==> src/rtl/tx_retry_pkg.sv <==
// Shared types and default timing for the half-duplex TX retry controller.
// Timing defaults are in nibble-rate clocks (4 bit times per clock).
package tx_retry_pkg;

  localparam int unsigned IFG_CYCLES_DEFAULT   = 24;
  localparam int unsigned JAM_CYCLES_DEFAULT   = 8;
  localparam int unsigned SLOT_CYCLES_DEFAULT  = 128;
  localparam int unsigned MAX_ATTEMPTS_DEFAULT = 16;

  typedef enum logic [2:0] {
    IDLE,
    DEFER,
    IFG,
    TX,
    JAM,
    BACKOFF_INIT,
    BACKOFF_WAIT
  } tx_state_e;

  // Backoff exponent handed to random_gen: collisions so far minus one, capped at 15.
  function automatic logic [3:0] retry_from_count(input logic [4:0] coll);
    logic [4:0] m;
    m = (coll == 5'd0) ? 5'd0 : coll - 5'd1;
    return (m > 5'd15) ? 4'hF : m[3:0];
  endfunction

endpackage

==> src/rtl/tx_retry_ctrl.sv <==
// CSMA/CD transmit retry FSM: defer, inter-frame gap, collision jam, backoff handshake.
// All outputs registered (one clock after the deciding edge); no backpressure, tx_req is a level.
module tx_retry_ctrl
  import tx_retry_pkg::*;
#(
  parameter int unsigned IFG_CYCLES   = IFG_CYCLES_DEFAULT,
  parameter int unsigned JAM_CYCLES   = JAM_CYCLES_DEFAULT,
  parameter int unsigned SLOT_CYCLES  = SLOT_CYCLES_DEFAULT,
  parameter int unsigned MAX_ATTEMPTS = MAX_ATTEMPTS_DEFAULT
) (
  input  logic       clock,
  input  logic       reset,
  input  logic       tx_req,
  input  logic       carrier_sense,
  input  logic       collision,
  input  logic       tx_done,
  input  logic       backoff_trigger,
  output logic       tx_start,
  output logic       jam,
  output logic       backoff_init,
  output logic [3:0] retry_count,
  output logic       tx_ok,
  output logic       tx_abort,
  output logic       late_collision,
  output logic       busy
);

  localparam int unsigned CNT_W  = $clog2(IFG_CYCLES + JAM_CYCLES + 1);
  localparam int unsigned SLOT_W = $clog2(SLOT_CYCLES + 1);

  localparam logic [CNT_W-1:0]  IFG_LOAD     = CNT_W'(IFG_CYCLES - 1);
  localparam logic [CNT_W-1:0]  JAM_LOAD     = CNT_W'(JAM_CYCLES - 1);
  localparam logic [SLOT_W-1:0] SLOT_SAT     = SLOT_W'(SLOT_CYCLES);
  localparam logic [4:0]        ATTEMPTS_MAX = 5'(MAX_ATTEMPTS);

  tx_state_e         state_q, state_d;
  logic [CNT_W-1:0]  cnt_q, cnt_d;
  logic [SLOT_W-1:0] slot_q, slot_d;
  logic [4:0]        coll_q, coll_d;
  logic              late_q, late_d;
  logic              first_q, first_d;
  logic [3:0]        retry_q, retry_d;

  logic tx_start_q, tx_start_d;
  logic jam_q, jam_d;
  logic binit_q, binit_d;
  logic tx_ok_q, tx_ok_d;
  logic tx_abort_q, tx_abort_d;
  logic late_coll_q, late_coll_d;
  logic busy_q, busy_d;

  always_comb begin
    state_d     = state_q;
    cnt_d       = cnt_q;
    slot_d      = slot_q;
    coll_d      = coll_q;
    late_d      = late_q;
    first_d     = first_q;
    retry_d     = retry_q;
    tx_start_d  = 1'b0;
    jam_d       = 1'b0;
    binit_d     = 1'b0;
    tx_ok_d     = 1'b0;
    tx_abort_d  = 1'b0;
    late_coll_d = 1'b0;

    case (state_q)
      IDLE: begin
        if (tx_req) begin
          state_d = DEFER;
          coll_d  = 5'd0;
          late_d  = 1'b0;
          retry_d = 4'h0;
        end
      end

      DEFER: begin
        if (!carrier_sense) begin
          state_d = IFG;
          cnt_d   = IFG_LOAD;
        end
      end

      // The shared counter runs down; zero marks the last gap clock.
      IFG: begin
        if (carrier_sense) begin
          state_d = DEFER;
        end else if (cnt_q == '0) begin
          state_d    = TX;
          tx_start_d = 1'b1;
          slot_d     = '0;
        end else begin
          cnt_d = cnt_q - CNT_W'(1);
        end
      end

      TX: begin
        if (slot_q != SLOT_SAT) slot_d = slot_q + SLOT_W'(1);
        if (collision) begin
          state_d = JAM;
          jam_d   = 1'b1;
          cnt_d   = JAM_LOAD;
          if (coll_q != ATTEMPTS_MAX) coll_d = coll_q + 5'd1;
          late_d  = (slot_q >= SLOT_SAT);
        end else if (tx_done) begin
          state_d = IDLE;
          tx_ok_d = 1'b1;
        end
      end

      JAM: begin
        if (cnt_q == '0) begin
          if (late_q) begin
            state_d     = IDLE;
            tx_abort_d  = 1'b1;
            late_coll_d = 1'b1;
          end else if (coll_q == ATTEMPTS_MAX) begin
            state_d    = IDLE;
            tx_abort_d = 1'b1;
          end else begin
            state_d = BACKOFF_INIT;
            binit_d = 1'b1;
            retry_d = retry_from_count(coll_q);
          end
        end else begin
          cnt_d = cnt_q - CNT_W'(1);
          jam_d = 1'b1;
        end
      end

      BACKOFF_INIT: begin
        state_d = BACKOFF_WAIT;
        first_d = 1'b1;
      end

      // random_gen needs a clock after init before its trigger is meaningful.
      BACKOFF_WAIT: begin
        if (first_q) begin
          first_d = 1'b0;
        end else if (backoff_trigger) begin
          state_d = DEFER;
        end
      end

      default: state_d = IDLE;
    endcase

    busy_d = (state_d != IDLE);
  end

  always_ff @(posedge clock or posedge reset) begin
    if (reset) begin
      state_q     <= IDLE;
      cnt_q       <= '0;
      slot_q      <= '0;
      coll_q      <= 5'd0;
      late_q      <= 1'b0;
      first_q     <= 1'b0;
      retry_q     <= 4'h0;
      tx_start_q  <= 1'b0;
      jam_q       <= 1'b0;
      binit_q     <= 1'b0;
      tx_ok_q     <= 1'b0;
      tx_abort_q  <= 1'b0;
      late_coll_q <= 1'b0;
      busy_q      <= 1'b0;
    end else begin
      state_q     <= state_d;
      cnt_q       <= cnt_d;
      slot_q      <= slot_d;
      coll_q      <= coll_d;
      late_q      <= late_d;
      first_q     <= first_d;
      retry_q     <= retry_d;
      tx_start_q  <= tx_start_d;
      jam_q       <= jam_d;
      binit_q     <= binit_d;
      tx_ok_q     <= tx_ok_d;
      tx_abort_q  <= tx_abort_d;
      late_coll_q <= late_coll_d;
      busy_q      <= busy_d;
    end
  end

  assign tx_start       = tx_start_q;
  assign jam            = jam_q;
  assign backoff_init   = binit_q;
  assign retry_count    = retry_q;
  assign tx_ok          = tx_ok_q;
  assign tx_abort       = tx_abort_q;
  assign late_collision = late_coll_q;
  assign busy           = busy_q;

endmodule

==> config.mk <==
export PLATFORM = sky130hd
export DESIGN_NAME = tx_retry_ctrl
export DESIGN_NICKNAME = d
export VERILOG_FILES = /design/src/rtl/tx_retry_pkg.sv /design/src/rtl/tx_retry_ctrl.sv
export SDC_FILE = /design/constraint.sdc
export NUM_CORES = 1
export LEC_CHECK = 0
export CAP_MARGIN = 15
export CORE_MARGIN = 4
export CORE_UTILIZATION = 60
export CTS_CLUSTER_SIZE = 8
export DETAILED_ROUTE_END_ITERATION = 12
export GPL_TIMING_DRIVEN = 0
export PLACE_DENSITY = 0.82
export RECOVER_POWER = 50
export SETUP_SLACK_MARGIN = 0.05
export SLEW_MARGIN = 20
export SYNTH_ARGS = -nofsm -noshare
export SYNTH_HDL_FRONTEND = slang
export SYNTH_SLANG_ARGS = --single-unit
==> constraint.sdc <==
create_clock -name clock -period 4.6 [get_ports clock]
set_input_delay 1.15 -clock clock [delete_from_list [all_inputs] [get_ports clock]]
set_output_delay 1.15 -clock clock [all_outputs]
set_load 0.02 [all_outputs]
* After elaboration in Yosys (flattened, before gate mapping)
Cells that the tools add are included.
Cells by class: eq/ne operators 19, add/subtract/negate cells 4, mux-type cells 56, reduce and logical (&&, ||, !) cells 14, magnitude comparators 2
Operator list (number):
- 3-bit 2-to-1 mux | 11
- 6-bit 2-to-1 mux | 4
- 8-bit 2-to-1 mux | 3
- 6-bit one-hot mux with 4 select lines | 1
- 1-bit 2-to-1 mux | 21
- 3-bit one-hot mux with 7 select lines | 1
- 4-bit 2-to-1 mux | 5
- 5-bit 2-to-1 mux | 4
- 2-bit != test (second input constant) | 10
- 8-bit one-hot mux with 2 select lines | 1
- 4-bit AND reduction | 3
- 5-bit one-hot mux with 2 select lines | 1
- 3-bit equality test (second input constant) | 3
- 8-bit by 1-bit adder with 8-bit output (second input constant) | 1
- 8-bit greater-or-equal comparator (second input constant) | 1
- 8-bit != test (second input constant) | 1
- 4-bit one-hot mux with 2 select lines | 1
- 2-bit nonzero test | 4
- 3-bit by 2-bit equality test with 1-bit output (second input constant) | 2
- 6-bit logical NOT | 1
- 1-bit one-hot mux with 2 select lines | 3
- 6-bit by 1-bit subtractor with 6-bit output (second input constant) | 1
- 5-bit by 1-bit adder with 5-bit output (second input constant) | 1
- 5-bit equality test (second input constant) | 1
- other kinds (10) | 10
Storage, ports and cells: bits in registers 35, word-level logic and storage cells 109, input port bits 7

* Logic depth before layout (Yosys ltp)
Gate-level depths: netlist of the first run.
word-level depth 8, depth in mapped cells 6

* Worst setup path before layout of the first run
No wires, ideal clock.
kind in2reg, from input port carrier_sense, to register cnt_q[5], slack 2.367 ns, library setup time 0.123 ns, arrival time 2.111 ns, stages 4, buffers on the path 0, path through nor4b_4 o2bb2ai_2 or4_4 mux2i_1
Between the ends: longest elaborated chain between the ends 2, elaborated cells between the ends (all ways) 3, those cells by class eq/ne: 2; reduce/logical: 1
RTL lines:
- from (decl) | line tx_retry_ctrl.sv:14 | input logic carrier_sense,
- 2-bit != test (no source line)
- 4-bit AND reduction (no source line) (*)
- to (signal assigned) | line tx_retry_ctrl.sv:169 | cnt_q <= cnt_d;
- to (decl) | line tx_retry_ctrl.sv:37 | logic [CNT_W-1:0] cnt_q, cnt_d;
Mark *: on every way between the ends. The rest lies on a longest branch, timed or not. A chain may end at the register's enable or synchronous reset.

* Worst setup path after layout of the first run
from input port tx_req, to register coll_q[2]
Between the ends: longest elaborated chain between the ends 2
RTL lines:
- from (decl) | line tx_retry_ctrl.sv:13 | input logic tx_req,
- 2-bit != test (no source line)
- 4-bit AND reduction (no source line)
- to (signal assigned) | line tx_retry_ctrl.sv:171 | coll_q <= coll_d;
- to (decl) | line tx_retry_ctrl.sv:39 | logic [4:0] coll_q, coll_d;
Every way passes these cells.

==> impl_metrics.json, run 1 <==
{
  "power_leakage_nw": 1.03,
  "layout.nets": 250,
  "n_antenna_cell": 0,
  "place.port_buffers": 17,
  "cts_hold_buf": 0,
  "slew_headroom": 0.135,
  "routedWlPerCell_um": 14.7,
  "post-route-util": 0.705,
  "fill_cells": 265,
  "dpl.hpwl_um": 3050,
  "syn_avg_cell_area_um2": 9.73,
  "clkTransAtPathRegs_ns": 0.11,
  "vias": 1685,
  "via_per_inst": 5.93,
  "synth.top_cells.by_count": "dfrtp_1 (35), inv_1 (24), nand2_1 (14), nor2_1 (13)",
  "endpoint_kind": "flip-flop",
  "synth_most_common_cell": "dfrtp_1",
  "htreeDepth": 2,
  "crit_path_start_kind": "input port",
  "fin_crit_sh": 0.547,
  "drt_iter0_drc": 153,
  "cp_cell_sequence": "clkdlybuf4s50_1 -> nor4b_4 -> o22ai_1 -> or3_1 -> a21oi_1",
  "yosysWarnings": 0,
  "holdCritPathClass": "flip-flop to flip-flop",
  "drcViolationCount": 0,
  "pwr_density_cell_mw_per_mm2": 467,
  "cts_resized": 0,
  "syn_inst": 213,
  "ys_seq_area_frac": 0.423,
  "max-vdd-ir-drop_mv": 0.265,
  "cts-root-buf": "clkbuf_4",
  "status": "completed",
  "core_area_mm2": 0.00334,
  "async_flop_share": 1.00,
  "crit_fanout": 6,
  "first_pass_iters": 4,
  "clock_path_buffers": 2,
  "die_x_um": 66.8,
  "max_cap_viol_count": 0,
  "ios": 18,
  "timing.setup.tns_ns": 0,
  "ys_seq_elements": 35,
  "synth_area_leaders": "dfrtp_1 (42%), inv_1 (4.3%), ha_1 (3.6%)",
  "drive_above_1_share": 0.130,
  "synth-edff-count": 0,
  "slowest_delay_ns": 0.52,
  "gp_congestion": 0.918,
  "overflow": 0,
  "grt_pass1_vias": 1703,
  "grt_max_degree": 36,
  "cts_buffers": 5,
  "crit_slowest_cell": "clkdlybuf4s50_1",
  "ys.flop_type": "dfrtp_1",
  "num_rows": 21,
  "antenna_found_initial": 0,
  "finalHoldViolCount": 0,
  "syn_area_mm2": 0.00207,
  "area_growth_pct": 13.5,
  "tightest_slew_ns": 1.30,
  "worstSetupPathType": "input port to flip-flop",
  "cts_tree": "built",
  "synth_top_area_frac": 0.423,
  "grt_usage": 0.223,
  "clkSinkCount": 35,
  "setup_viol": 0,
  "max_freq_mhz": 397,
  "multi_input_area_mm2": 0.00108,
  "wirelength_um": 4170,
  "initial_utilization": 0.621,
  "die_h_um": 66.8,
  "post_cts_buffers": 0,
  "clock_latency_ns": 0.35,
  "die-area_mm2": 0.00446,
  "regArea_um2": 876,
  "synth.distinct_cells": 61,
  "layout_setup_ws_ns": 2.08,
  "ant_nets": 0,
  "skew_ns": 0.0114,
  "period_needed_ns": 2.52,
  "cp_data_required_time_ns": 4.88,
  "cp.arrival_ns": 2.80,
  "slew_violations": 0,
  "rsz0062_at_grt": "false",
  "pre_cts_ws_ns": 1.74,
  "syn_nets": 226,
  "grt_pass1_wl_um": 7530,
  "synth_largest_area_cell": "dfrtp_1"
}
[layout make-up]
type                       count  area share
tap                           46      0.0245
clock buffer                   6      0.0176
inverter                      24      0.0383
timing repair buffer          17      0.0723
sequential                    35       0.372
multi-input combinational    149       0.459
buffer                         5      0.0106
clock inverter                 2     0.00532
[cell families after synthesis]
kind of cell / after synthesis / synth area share
AOI/OAI and AO/OA: 48 / 0.164
muxes: 9 / 0.0459
adders and majority gates: 8 / 0.0459
xor gates and xnor gates: 3 / 0.0127
and+or+nand+nor: 81 / 0.253
DFF: 35 / 0.423
buffers and inverters: 29 / 0.0562
[layer usage]
metal | GRT usage | up-vias | wire length (µm)
met5 | 0 | - | 0
met4 | 0.109 | 0 | 107
met3 | 0.0422 | 11 | 200
met2 | 0.371 | 41 | 2040
met1 | 0.276 | 809 | 1820
li1 | - | 824 | -
[cell usage in the layout (no fill, tap or decap), types with 4 or more instances in the layout]
cell and instances:
nand4_1 5, nand3_1 8, clkdlybuf4s50_1 15, dfrtp_1 35
nor2_1 13, clkbuf_4 5, nand2b_1 5, inv_1 24
o21ai_0 11, a21oi_1 11, mux2_2 4, mux2i_1 5
ha_1 6, nand2_1 14
[state kept, by name (all words and copies together), names as in the netlist, 3 cells and up]
signal	count
retry_count	4
coll_q	5
slot_q	8
state_q	3
cnt_q	6
[path summary, 6_finish.rpt]
kind | start | endpoint | depth (start not counted) | slack, ns
max | tx_req | coll_q[2] | 5 | 2.08
min | cnt_q[1] | cnt_q[1] | 1 | 0.52
max reg2reg | coll_q[0] | busy | 6 | 2.25
min reg2reg | cnt_q[1] | cnt_q[1] | 1 | 0.52
max in group asynchronous | reset | jam | 2 | 2.24
min in group asynchronous | reset | slot_q[1] | 2 | 1.59
[worst max-delay path: cells and delay by family]
family                 cells  cell delay (ns)
buffers and inverters      1             0.52
and+or+nand+nor            2             0.73
AOI/OAI and AO/OA          2             0.41
[metrics by stage]
stage | instance area, µm² | instances | hold slack [ns] | total power [mW]
2_1_floorplan | 2070 | 213 | 0.479 | 0.814
5_1_grt | 2350 | 284 | 0.547 | 1.19
3_3_place_gp | 2300 | 276 | 0.490 | 0.918
3_5_place_dp | 2300 | 276 | 0.503 | 0.935
6_report | 2350 | 284 | 0.522 | 1.10
4_1_cts | 2350 | 284 | 0.528 | 1.10
[where the power goes]
part | internal, mW | leakage [nW] | switching (mW)
logic | 0.218 | 0.549 | 0.258
clock network | 0.0589 | 0.0282 | 0.105
registers | 0.374 | 0.455 | 0.0835
total | 0.651 | 1.03 | 0.447
Note: power is estimated with default switching activity, not from simulation.
==> inputs of run 2 (changes only) <==
--- a/config.mk
+++ b/config.mk
@@ -7,11 +7,11 @@
 export LEC_CHECK = 0
 export CAP_MARGIN = 15
 export CORE_MARGIN = 4
-export CORE_UTILIZATION = 60
+export CORE_UTILIZATION = 57
 export CTS_CLUSTER_SIZE = 8
 export DETAILED_ROUTE_END_ITERATION = 12
 export GPL_TIMING_DRIVEN = 0
-export PLACE_DENSITY = 0.82
+export PLACE_DENSITY = 0.79
 export RECOVER_POWER = 50
 export SETUP_SLACK_MARGIN = 0.05
 export SLEW_MARGIN = 20
==> constraint.sdc (replaced) <==
create_clock -name clock -period 2.41 [get_ports clock]
set_input_delay 0.6025 -clock clock [delete_from_list [all_inputs] [get_ports clock]]
set_output_delay 0.6025 -clock clock [all_outputs]
set_load 0.02 [all_outputs]
==> impl_metrics.json, run 2 (synthesis gave the netlist of run 1 again) <==
{
  "status": "completed",
  "max_freq_mhz": 451,
  "cts_tree": "built",
  "post-route-util": 0.687,
  "endpoint_kind": "flip-flop",
  "power_frac_clock": 0.153,
  "max-vdd-ir-drop_mv": 0.501,
  "finalHoldViolCount": 0,
  "grt_max_degree": 36,
  "crit_fanout": 6,
  "timing.setup.tns_ns": 0,
  "n_antenna_cell": 0,
  "crit_path_start_kind": "input port",
  "die_x_um": 68.3,
  "place.port_buffers": 17,
  "ff2ff_path_depth": 6,
  "whs_ns": 0.523,
  "setup_viol": 0,
  "overflow": 0,
  "p_int_mw": 1.24,
  "pwr_density_cell_mw_per_mm2": 897,
  "post_cts_buffers": 0,
  "num_rows": 21,
  "gp_congestion": 0.903,
  "drt_iter0_drc": 149,
  "hold_depth": 1,
  "initial_utilization": 0.607,
  "dp_cells": 276,
  "worstSetupPathType": "input port to flip-flop",
  "layout.nets": 250,
  "area_growth_pct": 13.2,
  "p_total_mw": 2.10,
  "grt_pass1_vias": 1674,
  "wirelength_um": 4320,
  "regArea_um2": 876,
  "pre_cts_ws_ns": 0.0864,
  "max_cap_viol_count": 0,
  "vias": 1700,
  "fin_crit_sh": 0.919,
  "layout_setup_ws_ns": 0.195,
  "clkTransAtPathRegs_ns": 0.11,
  "reg.largest.list": "slot_q (8), cnt_q (6), coll_q (5)",
  "slew_violations": 0,
  "grt_usage": 0.211,
  "cp.arrival_ns": 2.50,
  "power_leakage_nw": 1.03,
  "rsz0062_at_grt": "false",
  "cp_data_required_time_ns": 2.69,
  "layout_common_cells": "dfrtp_1 (35), inv_1 (24), clkdlybuf4s50_1 (15)",
  "swShare": 0.412,
  "drive_above_1_share": 0.130,
  "cts_buffers": 5,
  "die_h_um": 68.3,
  "via_per_inst": 5.99,
  "routedWlPerCell_um": 15.2,
  "pwr-share-comb": 0.436,
  "clock_path_buffers": 2,
  "final_cells": 284,
  "ant_nets": 0,
  "first_pass_iters": 4,
  "clock_latency_ns": 0.36,
  "p_seq_frac": 0.411,
  "p_sw_uw": 867,
  "skew_ns": 0.0281,
  "core_area_mm2": 0.00342,
  "largest_reg_flops": 8,
  "grt_pass1_wl_um": 7380,
  "slew_headroom": 0.137,
  "ios": 18,
  "final_common_cell": "dfrtp_1",
  "postPlaceCellArea_mm2": 0.00230,
  "multi_input_area_mm2": 0.00107,
  "cts-root-buf": "clkbuf_4",
  "dpl.hpwl_um": 3150,
  "period_needed_ns": 2.22,
  "antenna_found_initial": 0,
  "die-area_mm2": 0.00466,
  "finalInstanceArea_mm2": 0.00235,
  "drcViolationCount": 0,
  "tightest_slew_ns": 1.29,
  "fill_cells": 284,
  "htreeDepth": 2,
  "clkSinkCount": 35,
  "holdCritPathClass": "flip-flop to flip-flop",
  "regMostFlops": "slot_q"
}
==> run 2: cell counts in the layout (fill, tap and decap cells not counted) <==
No cell type changed its count.
==> run 2: worst paths after layout <==
check                      startpoint        end  slack [ns]
setup / recovery               tx_req  coll_q[2]        0.19
hold / removal               cnt_q[1]   cnt_q[1]        0.52
setup reg to reg            coll_q[0]       busy        0.25
hold reg to reg              cnt_q[1]   cnt_q[1]        0.52
max in group asynchronous       reset   cnt_q[4]        0.59
min in group asynchronous       reset   cnt_q[2]        1.03
==> run 2: repair_timing <==
| action | CTS | global route |
|---|---|---|
| setup endpoints to repair | 0 | 1 |
| hold buffers | 0 | 0 |
| endpoints found under the hold margin | 0 | 0 |
| gates resized for setup | 0 | 1 |
==> run 2: final cells by class <==
cell class                      count  area share
Buffer                              5      0.0107
Clock buffer                        6      0.0176
Clock inverter                      2     0.00533
Inverter                           24      0.0384
Multi-Input combinational cell    149       0.458
Sequential cell                    35       0.373
Tap cell                           46      0.0245
Timing Repair Buffer               17      0.0725
==> run 2: routing by layer <==
metal,track usage,up-vias,routed length (µm),part of all wire
li1,-,814,-,-
met1,0.247,810,1860,0.43
met3,0.0558,14,236,0.055
met5,0,-,0,0
met2,0.360,62,2110,0.49
met4,0.0968,0,108,0.025
==> run 2: critical path: stages <==
cell and delay [ns]:
clkdlybuf4s50_1 0.50, nor4b_2 0.56, o22ai_1 0.32, or3_1 0.37, a21oi_1 0.14
==> run 2: power by group through the flow <==
| stage | Combinational (mW) | Sequential (mW) | Clock [mW] |
|---|---|---|---|
| CTS | 0.923 | 0.865 | 0.321 |
| finish | 0.919 | 0.865 | 0.321 |
| detailed placement | 0.917 | 0.878 | 0 |
| floorplan | 0.684 | 0.870 | 0 |
| global placement | 0.876 | 0.866 | 0 |
| global route | 1.02 | 0.880 | 0.353 |
